<file path="src/rtl/dds_sweep_gen.sv">
// dds_sweep_gen: linear FM sweep DDS driving a sine LUT; the sweep runs while En_Iz is high.
// A start command is edge-detected and registered, so ARMED rises two clocks after DDS_start.
module dds_sweep_gen #(
  parameter int FTW_W    = 48,
  parameter int RATE_W   = 32,
  parameter int PHASE_OW = 16
) (
  input  logic                CLK,
  input  logic                RESET_N,
  input  logic [FTW_W-1:0]    DDS_freq,
  input  logic [FTW_W-1:0]    DDS_delta_freq,
  input  logic [RATE_W-1:0]   DDS_delta_rate,
  input  logic                DDS_start,
  input  logic                En_Iz,
  output logic [FTW_W-1:0]    FTW,
  output logic [PHASE_OW-1:0] PHASE,
  output logic                SWEEP_ACTIVE,
  output logic                ARMED,
  output logic                SWEEP_DONE,
  output logic                START_IGNORED
);
  typedef enum logic [1:0] {IDLE, ARM, SWEEP} state_t;
  state_t state, state_nx;
  logic start_d, start_q, latch, enter, leave;
  logic [FTW_W-1:0] shadow_freq, shadow_delta, acc;
  logic [RATE_W-1:0] shadow_rate, rate_cnt;
  always_comb begin
    state_nx = state;
    latch = 1'b0;
    enter = 1'b0;
    leave = 1'b0;
    case (state)
      IDLE: begin
        latch = start_q;
        state_nx = start_q ? ARM : IDLE;
      end
      ARM: begin
        latch = start_q;
        enter = !start_q && En_Iz;
        state_nx = enter ? SWEEP : ARM;
      end
      default: begin
        leave = !En_Iz;
        state_nx = leave ? IDLE : SWEEP;
      end
    endcase
  end
  always_ff @(posedge CLK or negedge RESET_N) begin
    if (!RESET_N) begin
      state <= IDLE;
      start_d <= 1'b0;
      start_q <= 1'b0;
      shadow_freq <= '0;
      shadow_delta <= '0;
      shadow_rate <= '0;
      rate_cnt <= '0;
      FTW <= '0;
      acc <= '0;
      SWEEP_DONE <= 1'b0;
      START_IGNORED <= 1'b0;
    end else begin
      state <= state_nx;
      start_d <= DDS_start;
      start_q <= DDS_start & ~start_d;
      SWEEP_DONE <= leave;
      START_IGNORED <= (state == SWEEP) && start_q;
      if (latch) begin
        shadow_freq <= DDS_freq;
        shadow_delta <= DDS_delta_freq;
        shadow_rate <= DDS_delta_rate;
      end
      if (enter) begin
        FTW <= shadow_freq;
        rate_cnt <= shadow_rate;
        acc <= '0;
      end else if (leave) begin
        FTW <= '0;
        acc <= '0;
      end else if (state == SWEEP) begin
        acc <= acc + FTW;
        FTW <= (rate_cnt == '0) ? FTW + shadow_delta : FTW;
        rate_cnt <= (rate_cnt == '0) ? shadow_rate : rate_cnt - 1'b1;
      end
    end
  end
  assign PHASE = acc[FTW_W-1 -: PHASE_OW];
  assign SWEEP_ACTIVE = (state == SWEEP);
  assign ARMED = (state == ARM);
endmodule

</file>
<file path="config.mk">
export PLATFORM = sky130hd
export DESIGN_NAME = dds_sweep_gen
export DESIGN_NICKNAME = d
export VERILOG_FILES = /design/src/rtl/dds_sweep_gen.sv
export SDC_FILE = /design/constraint.sdc
export NUM_CORES = 1
export LEC_CHECK = 0
export ABC_AREA = 1
export CORE_UTILIZATION = 60
export DETAILED_ROUTE_END_ITERATION = 8
export HOLD_SLACK_MARGIN = 0.06
export PLACE_DENSITY = 0.81
export SYNTH_ARGS = -nofsm -noshare
export SYNTH_HDL_FRONTEND = slang
export SYNTH_SLANG_ARGS = --single-unit
export TNS_END_PERCENT = 20
</file>
<file path="constraint.sdc">
create_clock -name CLK -period 5.4 [get_ports CLK]
set_input_delay 1.35 -clock CLK [delete_from_list [all_inputs] [get_ports CLK]]
set_output_delay 1.35 -clock CLK [all_outputs]
set_load 0.01 [all_outputs]
</file>
After elaboration in Yosys (flattened, before gate mapping) --
Index checks and enable logic that the tools add are counted. Widths: inputs -> output; s select.
Operators by class: mux-type cells 18, shift-type cells 0, reduce and logical (&&, ||, !) cells 12, $mul 0, $lt $le $gt $ge 0, equal/unequal tests 3, add/subtract/negate cells 3, bitwise gates (word level) 2, divide/modulo/power cells 0
Operators with widths (number):
- $mux 48 | 7
- $mux 32 | 4
- $add 48x48->48 | 2
- $logic_not 32->1 | 1
- $sub 32x1->32 const B | 1
- $reduce_bool 3->1 | 2
- $mux 1 | 4
- $mux 2 | 2
- $pmux 2 s2 | 1
- $reduce_and 2->1 | 2
- $eq 2x1->1 const B | 1
- $eq 2x2->1 const B | 1
- $logic_and 1x1->1 | 2
- $logic_not 1->1 | 2
- $logic_not 2->1 | 1
- $ne 2x2->1 const B | 1
- $reduce_bool 2->1 | 1
- $reduce_or 2->1 | 1
- $and 1x1->1 | 1
- $not 1->1 | 1
Storage, ports and cells: memories 0, logic and storage cells 49, latch bits 0, input port bits 132, memory bits (read-only) 0, flip-flop bits (word level) 262, RAM bits 0

Longest topological paths before layout --
Gate-level depths: netlist of the first run.
word-level depth 5, mapped depth 15, gate-level depth less buffers 15

Least setup slack after synthesis of the first run --
OpenSTA, ideal clock, no wires.
path type input to register, from input port En_Iz, to register rate_cnt[26], library setup time 129 ps, arrival time 2295 ps, data required time 5271 ps, stages on the path 8, slack 2976 ps, cell sequence nand3_2 > inv_1 > buf_4 > nor2_2 > buf_2 > nand2_1 > o21ai_0 > o21ai_0
Between the ends: word-level cells in the longest chain between the ends 4, elaborated cells between the ends (all ways) 8, classes of those cells eq/ne (1); mux (3); reduce/logical (4)
Ends and longest elaborated chain:
- from (decl) | RTL line 14 | input logic En_Iz,
- $logic_and 1x1->1 / $logic_not 1->1 (equally long branches) | RTL line 39, 43
- $mux 1 | RTL line 32 | case (state)
- $ne 2x2->1 (no source line) / $reduce_bool 2->1 (equally long branches)
- $reduce_and 2->1 (no source line)
- to (signal assigned) | RTL line 74 | rate_cnt <= shadow_rate;
- to (signal assigned) | RTL line 82 | rate_cnt <= (rate_cnt == '0) ? shadow_rate : rate_cnt - 1'b1;
- to (decl) | RTL line 26 | logic [RATE_W-1:0] shadow_rate, rate_cnt;
Several ways; a longest one is shown, not always the timed one. A chain may end at the register's enable or synchronous reset.

Worst setup path in the final report of the first run --
from input port En_Iz, to register rate_cnt[14]
The elaborated chain is that of the path after synthesis.

==> run summary, run 1 <==
Yosys warning count -> 0
Synth top area share -> 34.9%
gpl congestion -> 1.01
post-synthesis register bit count -> 262
Rows -> 64
hold path depth -> 1
CTS Hold Bufs -> 0
slowest stage delay, CP -> 0.60 ns
post-synthesis sequential area ratio -> 34.9%
dpl hpwl -> 47.1 mm
post-route ant nets -> 0
Yosys cell types -> 47
die area -> 0.0321 sq mm
CP max FO -> 39
Max stage delay cell, worst path -> clkinv_1
H-tree levels -> 1
Worst setup SP type -> input pin
CTS Root Cell -> clkbuf_16
clock skew -> 0.0126 ns
Worst Reg-to-Reg Cells -> 8
static leakage -> 11.4 nW
Cell Count, Final, Fillers Out -> 3,272
pre-CTS setup slack -> 1.03 ns
1st-pass router iterations -> 9
largest cells by area after synthesis -> dfrtp_1, nand2_1, inv_1
Clock Sinks -> 262
Chip Height -> 179 um
max cap viols -> 0
failing checks -> DRC
top cell family by delay on the critical path -> buffers and inverters
most frequent cells in the layout -> nand2_1, inv_1, nor2_1
Mean Syn Cell Area -> 6.99 sq um
reg2reg start -> start_q
CTS buffer count -> 29
nets -> 3,087
final wirelength -> 60.9 mm
Fillers -> 2,518
RSZ-0062 raised after global routing -> no
Port-buffer cells -> 199
CP Class -> in -> reg
Via density -> 5.70
post-route worst setup slack -> 1.57 ns
first-pass GRT wire length -> 94.2 mm
commonest non-fill, non-tap cell in the layout -> nand2_1
Layout area overhead -> 16.9%
initial antenna violation count -> 2
min-delay src -> start_d
Final setup viols -> 0
clk buf depth -> 3
status -> finished with violations
Area after DPL -> 0.0210 sq mm
Mapped Cells -> 2,690
maximum clock frequency -> 261 MHz
setup_tns -> 0 ns
reg-to-reg endpoint -> rate_cnt[14]
leading area contributor after synthesis -> dfrtp_1
period utilisation layout -> 70.8%
worst rel slew slack -> 28.0%
Post-CTS Setup Repair Bufs -> 0
initial core utilization -> 61.1%
CP arrival -> 4.24 ns
final hold vios -> 0
Die W -> 179 um
Hold Crit Endpoint -> start_q
CTS tree -> yes
worst hold-check path type -> reg -> reg
crit path capture type -> register
ANT cells -> 0
maximum VDD drop -> 366 uV
vias in the first global route -> 18,200
number of DRC markers in iteration 0 -> 1,611
clock-pin transition on the worst setup and hold timing paths -> 0.06 ns
worst skew pair latency -> 0.58 ns
cell area after layout -> 0.0220 sq mm
register area -> 0.00656 sq mm
CORE AREA -> 0.0307 sq mm
Tot GR Track Use -> 38.3%
fin. max-slew vios -> 0
WHS -> 0.391 ns
worst-margin pin slew -> 1.08 ns
Vias -> 18,700
reg2reg setup slack -> 2.34 ns
multi-input logic area -> 0.0103 sq mm
# IOs -> 200
Syn Nets -> 2,920
# DRC -> 21
power per standard cell area -> 643 mW/mm^2
share of cells above drive strength 1 -> 7.65%
buffer and inverter count on the worst path -> 4
min Tclk post-route -> 3.83 ns
Wirelength per Cell -> 18.6 um
post-cts sizing count -> 0
gr ovfl total -> 0
WP data required -> 5.81 ns
Placed Cells -> 3,222
crit-path cells -> clkdlybuf4s50_1 > nand3_2 > clkinv_1 > nor2_2 > buf_4 > inv_1 > o211ai_1 > o21ai_0
largest net degree at the start of global routing -> 109
cell area after synthesis -> 0.0188 sq mm
-- worst max-delay path by stage --
stage          start      endpoint  slack [ns]  depth (start not counted)
6_report       En_Iz  rate_cnt[14]        1.57                          8
5_1_grt        En_Iz  rate_cnt[14]        1.24                          8
4_1_cts        En_Iz  rate_cnt[14]        1.63                          8
3_5_place_dp   En_Iz   rate_cnt[2]        1.03                          8
3_3_place_gp   En_Iz  rate_cnt[14]        1.19                          8
2_1_floorplan  En_Iz  rate_cnt[26]        2.98                          8
-- worst register-to-register path: cells and delay by family (launching register included) --
family / cells / cell delay, ns
buf+inv: 4 / 1.57
flops: 1 / 0.46
simple gates: 2 / 0.45
compound gates: 2 / 0.41
-- flip-flops by register name (all words and copies together) (netlist names) --
signal and cells:
shadow_freq 48, shadow_rate 32, START_IGNORED 1, SWEEP_DONE 1, rate_cnt 32, shadow_delta 48, FTW 48, start_d 1
state 2, start_q 1, acc 48
-- final cells by class --
type,instances,share of cell area (%)
multi-input combinational,1960,47.1
sequential,262,29.8
timing repair buffer,209,9.48
inverter,395,6.75
clock buffer,36,3.60
tap,396,2.25
clock inverter,14,1.01
-- cell families after synthesis --
| kind of cell | count (synthesis) | share of synthesized area (%) |
|---|---|---|
| flip-flops | 262 | 34.9 |
| XOR/XNOR | 20 | 0.932 |
| multiplexers | 109 | 6.53 |
| AO/OA/AOI/OAI | 390 | 11.3 |
| buffers and inverters | 468 | 10.2 |
| adder cells (fa/ha/maj) | 98 | 6.60 |
| AND/OR/NAND/NOR | 1343 | 29.6 |
-- Yosys cell counts, drive strengths merged --
| cell type | count |
|---|---|
| a21o | 10 |
| mux2 | 109 |
| or3 | 1 |
| nand3b | 22 |
| nor4 | 4 |
| nor3 | 18 |
| nor3b | 1 |
| and2 | 5 |
| or2 | 21 |
| o21ai | 119 |
| dfrtp | 262 |
| o22ai | 6 |
| nand4 | 28 |
| buf | 56 |
| a32o | 5 |
| ha | 96 |
| fa | 2 |
| nand3 | 153 |
| inv | 395 |
| o211ai | 7 |
| a31oi | 4 |
| clkbuf | 17 |
| o21a | 2 |
| xnor2 | 3 |
| nor2 | 285 |
| a21oi | 222 |
| a22o | 2 |
| o31ai | 2 |
| and3 | 2 |
| o21bai | 9 |
| xor2 | 17 |
| nand2 | 803 |
| a21boi | 2 |
-- per-layer routing --
metal  track usage, %  vias up  wire length, um
met5                0        -               15
met4             17.1        2             2820
met3             6.28      177             4890
met2             64.7      794            28800
met1             47.9     8728            24300
li1                 -     8954                -
-- metrics by stage --
| step | power [mW] | utilization (%) |
|---|---|---|
| CTS | 13.9 | 71.5 |
| global route | 15.2 | 71.5 |
| detailed placement | 11.7 | 68.2 |
| global placement | 11.5 | 68.2 |
| finish | 14.1 | 71.5 |
| floorplan | 9.01 | - |
-- power breakdown --
group | total (mW) | internal (mW) | switching (mW)
clock | 2.13 | 1.28 | 0.854
sequential | 3.48 | 2.63 | 0.853
combinational | 8.51 | 3.08 | 5.43
total | 14.1 | 6.98 | 7.14
No activity file was read; power rests on OpenSTA's default activity.
==> inputs of run 2 (changes only) <==
Settings changed: CORE_UTILIZATION 60 to 58, PLACE_DENSITY 0.81 to 0.78.
Clock period 5.4 ns to 3.85 ns, I/O delays scaled along.
==> run summary, run 2 (synthesis gave the netlist of run 1 again) <==
Vias -> 18,600 (-0.11%)
maximum clock frequency -> 323 MHz
min Tclk post-route -> 3.09 ns
NetSw -> 10.0 mW (+40%)
die area -> 0.0331 sq mm (+3.4%)
part of the power in the clock network -> 14.6% (-0.5 points)
post-cts sizing count -> 0 (unchanged)
crit path capture type -> output port
# IOs -> 200 (unchanged)
vias in the first global route -> 18,000 (-1.2%)
internal power -> 9.67 mW (+38%)
Fillers -> 2,705 (+7.4%)
Sw Ratio -> 50.9% (+0.36 points)
CTS buffer count -> 29 (unchanged)
Final setup viols -> 0 (unchanged)
Layout area overhead -> 17.2%
slowest stage delay, CP -> 0.64 ns (+0.04 ns)
gr ovfl total -> 0 (unchanged)
maximum VDD drop -> 533 uV (+46%)
Wirelength per Cell -> 18.3 um (-1.4%)
initial core utilization -> 59.3% (-1.9 points)
Worst Reg-to-Reg Cells -> 14 (+6)
number of DRC markers in iteration 0 -> 1,561 (-3.1%)
Layout Utilization -> 69.5% (-2.0 points)
most frequent cells in the layout -> nand2_1, inv_1, nor2_1
CORE AREA -> 0.0317 sq mm (+3.1%)
# DRC -> 0 (-100%)
CP Class -> reg -> out
Tot GR Track Use -> 36.3% (-1.9 points)
Clock Sinks -> 262 (unchanged)
CTS Root Cell -> clkbuf_16
status -> finished clean
static leakage -> 11.5 nW (+0.26%)
max cap viols -> 0 (unchanged)
post-route ant nets -> 0 (unchanged)
reg-to-reg endpoint -> FTW[40]
Die W -> 182 um (+1.7%)
dpl hpwl -> 47.2 mm (+0.22%)
reg2reg start -> FTW[0]
clock-pin transition on the worst setup and hold timing paths -> 0.06 ns (about the same)
setup_tns -> 0 ns (unchanged)
worst hold-check path type -> in -> async
share of cells above drive strength 1 -> 7.96% (+0.31 points)
RSZ-0062 raised after global routing -> no
PnR Total Power -> 19.7 mW (+39%)
Comb pwr share -> 60.6% (+0.3 points)
worst skew pair latency -> 0.60 ns (+0.02 ns)
worst-margin pin slew -> 0.896 ns (-0.183 ns)
Max stage delay cell, worst path -> clkdlybuf4s50_1
first-pass GRT wire length -> 94.1 mm (about the same)
Port-buffer cells -> 199 (unchanged)
commonest non-fill, non-tap cell in the layout -> nand2_1
final wirelength -> 60.3 mm (-0.88%)
CTS Hold Bufs -> 0 (unchanged)
period utilisation layout -> 80.4%
WHS -> 0.365 ns (-0.0253 ns)
register area -> 0.00656 sq mm (unchanged)
clock skew -> 0.0177 ns (+0.00508 ns)
crit-path cells -> inv_1 > nor2_1 > clkdlybuf4s50_1
reg2reg setup slack -> 1.12 ns (-1.22 ns)
CTS tree -> yes
worst rel slew slack -> 40.0% (+12 points)
ANT cells -> 0 (unchanged)
Post-CTS Setup Repair Bufs -> 0 (unchanged)
power per standard cell area -> 893 mW/mm^2 (+39%)
1st-pass router iterations -> 7 (-2)
fin. max-slew vios -> 0 (unchanged)
initial antenna violation count -> 0 (-2)
Via density -> 5.66 (-0.66%)
largest net degree at the start of global routing -> 85 (-22%)
Flop pwr share -> 24.8% (+0.2 points)
Chip Height -> 182 um (+1.7%)
CP arrival -> 2.13 ns (-2.11 ns)
gpl congestion -> 1.02 (+1.5%)
clk buf depth -> 3 (unchanged)
multi-input logic area -> 0.0103 sq mm (about the same)
Worst setup SP type -> register
Rows -> 65 (+1.6%)
final hold vios -> 0 (unchanged)
CP max FO -> 5 (-87%)
nets -> 3,095 (+0.26%)
H-tree levels -> 1 (unchanged)
WP data required -> 2.89 ns (-2.92 ns)
==> run 2: how the worst max path moves through the flow <==
stage | slack [ns] | cells past startpoint | start | endpoint
floorplan | 1.77 | 12 | FTW[0] | acc[16]
global placement | 0.72 | 7 | En_Iz | FTW[11]
detailed placement | 0.67 | 7 | En_Iz | FTW[11]
CTS | 0.70 | 3 | state[1] | SWEEP_ACTIVE
global route | 0.70 | 3 | state[1] | SWEEP_ACTIVE
finish | 0.76 | 3 | state[1] | SWEEP_ACTIVE
==> run 2: metrics by stage <==
stage | instances | cell area [sq um] | worst slack (ns)
floorplan | 2690 | 18800 | 1.77
CTS | 3290 | 22000 | 0.699
global placement | 3236 | 21100 | 0.716
global route | 3290 | 22000 | 0.700
finish | 3290 | 22000 | 0.755
detailed placement | 3236 | 21100 | 0.667
==> run 2: power by group through the flow <==
stage	Sequential (mW)	Clock, mW	Combinational [mW]
after global placement	4.82	0	11.4
after floorplan	4.43	0	8.21
final	4.88	2.88	11.9
after CTS	4.82	2.91	11.7
after detailed placement	4.84	0	11.6
after global routing	4.93	3.00	13.2
==> run 2: per-layer routing <==
| layer | GRT usage [%] | up-vias | share of wire, % |
|---|---|---|---|
| met5 | 0 | - | 0 |
| met4 | 15.8 | 0 | 4.5 |
| met3 | 4.71 | 165 | 7.5 |
| met2 | 61.3 | 808 | 48 |
| met1 | 46.8 | 8713 | 40 |
| li1 | - | 8948 | - |
==> run 2: cell type report <==
type / instances / share of cell area [%]
tap: 402 / 2.28
timing repair buffer: 217 / 9.90
clock buffer: 40 / 3.75
sequential: 262 / 29.7
multi-input combinational: 1960 / 46.9
inverter: 395 / 6.73
clock inverter: 14 / 0.709
==> run 2: critical path, delay by kind of cell, from the launching register on <==
kind,cells,cell delay (ns)
buffers and inverters,2,0.76
AND/OR/NAND/NOR,1,0.43
flip-flops,1,0.36
